[src/rtl/sram_rmw_ctrl.sv]
`default_nettype none
// +----------------------------------------------------------------------------+
// | Module   : sram_rmw_ctrl                                                   |
// | Purpose  : Clocked sequencer for an asynchronous single-port pixel SRAM.   |
// |            Turns READ / WRITE / INC / CLR requests into SRAM read/write    |
// |            strobes that honour minimum pulse width, precharge and          |
// |            address/data stability. INC is a read-modify-write +1 used for  |
// |            per-pixel hit counters.                                         |
// | Config   : define SRAM_SAT_EN to make INC saturate at all-ones instead of  |
// |            wrapping to zero (ovf is flagged in both cases).                |
// | Revision : 1.0  initial release                                            |
// +----------------------------------------------------------------------------+
module sram_rmw_ctrl #(
  parameter int ADDR_BITS    = 6,
  parameter int DATA_BITS    = 12,
  parameter int READ_CYCLES  = 2,
  parameter int WRITE_CYCLES = 2,
  parameter int PRE_CYCLES   = 2
) (
  input  logic                 clk,
  input  logic                 rst,
  input  logic                 req_valid,
  output logic                 req_ready,
  input  logic [1:0]           req_op,
  input  logic [ADDR_BITS-1:0] req_addr,
  input  logic [DATA_BITS-1:0] req_wdata,
  output logic                 rsp_valid,
  output logic [DATA_BITS-1:0] rsp_data,
  output logic                 ovf,
  output logic                 sram_read,
  output logic                 sram_write,
  output logic [ADDR_BITS-1:0] sram_addr,
  output logic [DATA_BITS-1:0] sram_din,
  input  logic [DATA_BITS-1:0] sram_dout,
  input  logic                 sram_read_done,
  input  logic                 sram_write_done
);

  // Request opcodes
  localparam logic [1:0] c_OP_READ  = 2'b00;
  localparam logic [1:0] c_OP_WRITE = 2'b01;
  localparam logic [1:0] c_OP_INC   = 2'b10;
  localparam logic [1:0] c_OP_CLR   = 2'b11;

  // The GAP state needs one extra cycle to register the incremented value
  // before the PRE_CYCLES of din setup begin, hence PRE_CYCLES+1 there.
  localparam int c_GAP_CYCLES = PRE_CYCLES + 1;
  localparam int c_MAX_RW     = (READ_CYCLES > WRITE_CYCLES) ? READ_CYCLES : WRITE_CYCLES;
  localparam int c_CNT_MAX    = (c_MAX_RW > c_GAP_CYCLES) ? c_MAX_RW : c_GAP_CYCLES;
  localparam int c_CNT_BITS   = (c_CNT_MAX < 2) ? 1 : $clog2(c_CNT_MAX + 1);

  localparam logic [c_CNT_BITS-1:0] c_CNT_ONE = c_CNT_BITS'(1);
  localparam logic [c_CNT_BITS-1:0] c_RD_CNT  = c_CNT_BITS'(READ_CYCLES);
  localparam logic [c_CNT_BITS-1:0] c_WR_CNT  = c_CNT_BITS'(WRITE_CYCLES);
  localparam logic [c_CNT_BITS-1:0] c_PRE_CNT = c_CNT_BITS'(PRE_CYCLES);
  localparam logic [c_CNT_BITS-1:0] c_GAP_CNT = c_CNT_BITS'(c_GAP_CYCLES);
  localparam logic [DATA_BITS-1:0]  c_D_ONE   = DATA_BITS'(1);

  typedef enum logic [2:0] {
    S_IDLE      = 3'd0,
    S_READ      = 3'd1,
    S_GAP       = 3'd2,
    S_WRITE     = 3'd3,
    S_PRECHARGE = 3'd4
  } state_t;

  state_t                r_state;
  logic [c_CNT_BITS-1:0] r_cnt;      // elapsed strobe cycles, or remaining low cycles
  logic [1:0]            r_op;       // operation in flight
  logic [DATA_BITS-1:0]  r_rdata;    // word captured at the end of the read strobe
  logic                  r_rsp_pend; // READ response due on first precharge cycle

  logic                  w_all_ones;
  logic [DATA_BITS-1:0]  w_sum;

  assign w_all_ones = &r_rdata;

`ifdef SRAM_SAT_EN
  // Counter sticks at full scale once it gets there
  assign w_sum = w_all_ones ? r_rdata : (r_rdata + c_D_ONE);
`else
  // Counter wraps to zero; ovf tells the readout it happened
  assign w_sum = r_rdata + c_D_ONE;
`endif

  // Sequencer: every output is a flop so SRAM strobes never glitch on inputs
  always_ff @(posedge clk or posedge rst) begin
    if (rst) begin
      r_state    <= S_PRECHARGE;
      r_cnt      <= c_PRE_CNT;
      r_op       <= c_OP_READ;
      r_rdata    <= '0;
      r_rsp_pend <= 1'b0;
      req_ready  <= 1'b0;
      rsp_valid  <= 1'b0;
      rsp_data   <= '0;
      ovf        <= 1'b0;
      sram_read  <= 1'b0;
      sram_write <= 1'b0;
      sram_addr  <= '0;
      sram_din   <= '0;
    end else begin
      // Response flags are single-cycle pulses
      rsp_valid <= 1'b0;
      ovf       <= 1'b0;

      case (r_state)
        S_IDLE: begin
          if (req_valid && req_ready) begin
            req_ready <= 1'b0;
            sram_addr <= req_addr;
            r_op      <= req_op;
            r_cnt     <= c_CNT_ONE;
            case (req_op)
              c_OP_WRITE: begin
                sram_din   <= req_wdata;
                sram_write <= 1'b1;
                r_state    <= S_WRITE;
              end
              c_OP_CLR: begin
                sram_din   <= '0;
                sram_write <= 1'b1;
                r_state    <= S_WRITE;
              end
              default: begin
                // READ and INC both start with a read strobe
                sram_read <= 1'b1;
                r_state   <= S_READ;
              end
            endcase
          end
        end

        S_READ: begin
          if ((r_cnt >= c_RD_CNT) && sram_read_done) begin
            sram_read <= 1'b0;
            r_rdata   <= sram_dout;
            if (r_op == c_OP_INC) begin
              r_state <= S_GAP;
              r_cnt   <= c_GAP_CNT;
            end else begin
              r_state    <= S_PRECHARGE;
              r_cnt      <= c_PRE_CNT;
              r_rsp_pend <= 1'b1;
            end
          end else if (r_cnt < c_RD_CNT) begin
            r_cnt <= r_cnt + c_CNT_ONE;
          end
        end

        S_GAP: begin
          // First GAP cycle loads the new count, the rest give din setup time
          if (r_cnt == c_GAP_CNT) begin
            sram_din <= w_sum;
          end
          if (r_cnt <= c_CNT_ONE) begin
            sram_write <= 1'b1;
            r_cnt      <= c_CNT_ONE;
            r_state    <= S_WRITE;
          end else begin
            r_cnt <= r_cnt - c_CNT_ONE;
          end
        end

        S_WRITE: begin
          if ((r_cnt >= c_WR_CNT) && sram_write_done) begin
            sram_write <= 1'b0;
            rsp_valid  <= 1'b1;
            rsp_data   <= sram_din;
            ovf        <= (r_op == c_OP_INC) && w_all_ones;
            r_state    <= S_PRECHARGE;
            r_cnt      <= c_PRE_CNT;
          end else if (r_cnt < c_WR_CNT) begin
            r_cnt <= r_cnt + c_CNT_ONE;
          end
        end

        S_PRECHARGE: begin
          if (r_rsp_pend) begin
            rsp_valid  <= 1'b1;
            rsp_data   <= r_rdata;
            r_rsp_pend <= 1'b0;
          end
          if (r_cnt <= c_CNT_ONE) begin
            req_ready <= 1'b1;
            r_state   <= S_IDLE;
          end else begin
            r_cnt <= r_cnt - c_CNT_ONE;
          end
        end

        default: begin
          sram_read  <= 1'b0;
          sram_write <= 1'b0;
          req_ready  <= 1'b0;
          r_cnt      <= c_PRE_CNT;
          r_state    <= S_PRECHARGE;
        end
      endcase
    end
  end

endmodule
`default_nettype wire
[config.mk]
export PLATFORM = sky130hd
export DESIGN_NAME = sram_rmw_ctrl
export DESIGN_NICKNAME = d
export VERILOG_FILES = /design/src/rtl/sram_rmw_ctrl.sv
export SDC_FILE = /design/constraint.sdc
export NUM_CORES = 1
export LEC_CHECK = 0
export CAP_MARGIN = 25
export CORE_MARGIN = 3
export CORE_UTILIZATION = 35
export DETAILED_ROUTE_END_ITERATION = 7
export DONT_BUFFER_PORTS = 1
export SYNTH_ARGS = -nofsm -noshare
export SYNTH_HDL_FRONTEND = slang
export SYNTH_SLANG_ARGS = --single-unit
export TNS_END_PERCENT = 10
[constraint.sdc]
create_clock -name clk -period 2.44 [get_ports clk]
set_clock_uncertainty 0.15 [all_clocks]
set_input_delay 0.488 -clock clk [delete_from_list [all_inputs] [get_ports clk]]
set_output_delay 0.488 -clock clk [all_outputs]
set_load 0.005 [all_outputs]
==> impl_metrics.toml <==
[run_status]
status = "complete, no violations"

[routing]
drc_errors = 0
antenna_left = 0
wl_per_cell_um = 17.27
avgViaCountPerCell = 5.423
route.vias.total = 2218
wl_mm = 7.064
drtIter0Drc = 164
drt_pass1_iterations = 4

[timing]
fin_hold_ws_ns = 0.04826
fin_crit_ns = 2.120
final-setup-viol-count = 0
tightest_slew_ns = 0.7819
tns_ns = 0
max_freq_mhz = 471.7
rsz0062_at_grt = "false"
hold_viol_final = 0
fin_crit_sh = 0.8688
slew_violations = 0
relSlewSlack = 0.4780

[worst_setup_path]
cp-start-kind = "register"
timing.rr.end = "sram_write$_DFFE_PP0P_"
worstPathArrival_ns = 2.17
reg2reg_setup_slack_ns = 0.32
critPathMaxStageDelay_ns = 0.61
r2r-start = "r_cnt[1]$_DFFE_PP1P_"
required_ns = 2.49
cp_cell_sequence = "inv_1 > ha_1 > nor4bb_1 > a21oi_1 > o211ai_1 > mux2_2"
crit_path_max_fanout = 9
worstSetupPathType = "reg2reg"
crit_slowest_cell = "dfstp_2"
critPathCaptureType = "register"
ff2ff_path_depth = 6

[clocking]
clock_latency_ns = 0.31
htreeDepth = 2
clk_pin_slew_ns = 0.10
cts_setup_buffers = 0
tritoncts = "done"
cts_resized = 0
root_buffer = "clkbuf_8"
numCtsBuffers = 5
cts.sink_count = 55
holdBufCountCts = 0
clock_path_buffers = 2

[final_layout]
areaGrowthSynthToFinish_pct = 7.386
final_common_cell = "nand2_1"
num-fill-cells = 779
nets = 349
layout_common_cells = "nand2_1 (62), dfrtp_1 (53), nor2_1 (23)"
drive_above_1_share = 0.1205
stdcell_area_sq_um = 3110
fin_cells = 409
n_antenna_cell = 0

[min_path]
min_path_type = "in2async"

[logic_synthesis]
synth_top_flop_cell = "dfrtp_1"
netlist.area_leader.share = 0.4579
syn_avg_cell_area_sq_um = 9.466
netlist_instances = 306
synth_edf_count = 0
yosysSeqAreaShare = 0.4760
synthArstFlopShare = 1.000
netlist_area_sq_um = 2897
syn_nets = 349
synth_area_leaders = "dfrtp_1 (46%), nand2_1 (8.0%), mux2_2 (3.9%)"
yosysTopAreaCell = "dfrtp_1"
synthDistinctLibCells = 52
yosysWarnings = 0
synth-seq-cells = 55

[global_routing]
grt_pass1_vias = 2219
grt_antenna_before_repair = 0
grt_pass1_wl_mm = 11.92
grt_max_degree = 38
grt_overflow_total = 0
track_usage = 0.1553

[job]
maxCapViolations = 0

[placed_design]
gp_routability_congestion = 0.7979
placed_area_sq_um = 3025
portBuffers = 0
hpwl_mm = 5.277
place_inst = 401

[floorplanning]
start_util = 0.3672
core-area_sq_um = 7888
pin_count = 72
fp.dieH_um = 96.97
row_count = 32
die_x_um = 96.97
fp.dieArea_sq_um = 9403

[power_and_ir_drop]
p_leak_nw = 1.325
powerDensity_nw_per_um2 = 1252
vdd_drop_max_v = 0.0002830
## layout make-up
type / count / area, sq um / area share
multi-input combinational: 226 / 1401 / 0.4505
timing repair buffer: 10 / 87.58 / 0.02816
clock buffer: 6 / 72.57 / 0.02333
clock inverter: 2 / 12.51 / 0.004023
sequential: 55 / 1379 / 0.4433
inverter: 8 / 30.03 / 0.009654
tap: 102 / 127.6 / 0.04103
## cell usage after synthesis (all sizes together) (5+ instances only)
cell type	instances
a31oi	6
dfrtp	53
nand3	12
mux2i	10
mux2	10
inv	8
ha	6
a21oi	15
o21ai	20
nand2	62
buf	14
nor2	23
nand2b	5
## cell families after synthesis
family                   after synthesis  synth area share
multiplexers                          20           0.07344
AO/OA/AOI/OAI                         66            0.1581
XOR/XNOR                               6           0.01814
buffers and inverters                 25           0.04190
flip-flops                            55            0.4760
adder cells (fa/ha/maj)                6           0.02592
AND/OR/NAND/NOR                      128            0.2065
## critical path: cells and delay by family, from the launching register on
| kind | cells | cell delay, ns |
|---|---|---|
| flops | 1 | 0.61 |
| mux | 1 | 0.36 |
| simple gates | 1 | 0.28 |
| compound gates | 2 | 0.27 |
| fa+ha+maj | 1 | 0.23 |
| buf+inv | 1 | 0.11 |
## stage by stage
step | util | total power, mW | setup WS (ns)
after floorplan | - | 2.976 | 0.4624
after global placement | 0.3836 | 3.380 | 0.3984
after detailed placement | 0.3836 | 3.424 | 0.3315
after CTS | 0.3944 | 3.933 | 0.3168
after global routing | 0.3944 | 4.261 | 0.1609
final | 0.3944 | 3.894 | 0.3202
## sequential cells by signal, summed over array words and instances (netlist names)
| name | count |
|---|---|
| rsp_valid | 1 |
| r_state | 3 |
| r_cnt | 2 |
| ovf | 1 |
| sram_write | 1 |
| r_rdata | 12 |
| sram_addr | 6 |
| rsp_data | 12 |
| req_ready | 1 |
| r_rsp_pend | 1 |
| sram_din | 12 |
| r_op | 2 |
| sram_read | 1 |
## power by group
| part | total [mW] | internal, mW | switching (mW) | leakage, nW |
|---|---|---|---|---|
| registers | 1.88 | 1.34 | 0.540 | 0.686 |
| logic | 1.51 | 0.714 | 0.797 | 0.598 |
| clock network | 0.505 | 0.202 | 0.303 | 0.0412 |
## how the worst max path moves through the flow
stage	to	start	slack [ns]
finish	sram_write$_DFFE_PP0P_	r_cnt[1]$_DFFE_PP1P_	0.32
floorplan	ovf$_DFF_PP0_	rst	0.46
global placement	sram_write$_DFFE_PP0P_	r_cnt[1]$_DFFE_PP1P_	0.40
CTS	sram_write$_DFFE_PP0P_	r_cnt[1]$_DFFE_PP1P_	0.32
detailed placement	sram_write$_DFFE_PP0P_	r_cnt[1]$_DFFE_PP1P_	0.33
global route	sram_write$_DFFE_PP0P_	r_cnt[1]$_DFFE_PP1P_	0.16
## routing by layer
| layer | GRT usage | wire length (um) | vias to the layer above |
|---|---|---|---|
| li1 | - | - | 1079 |
| met1 | 0.2075 | 3174 | 1053 |
| met2 | 0.2245 | 3134 | 72 |
| met3 | 0.05624 | 587 | 14 |
| met4 | 0.06911 | 167 | 0 |
| met5 | 0 | 0 | - |
No activity file was read; power rests on OpenSTA's default activity.
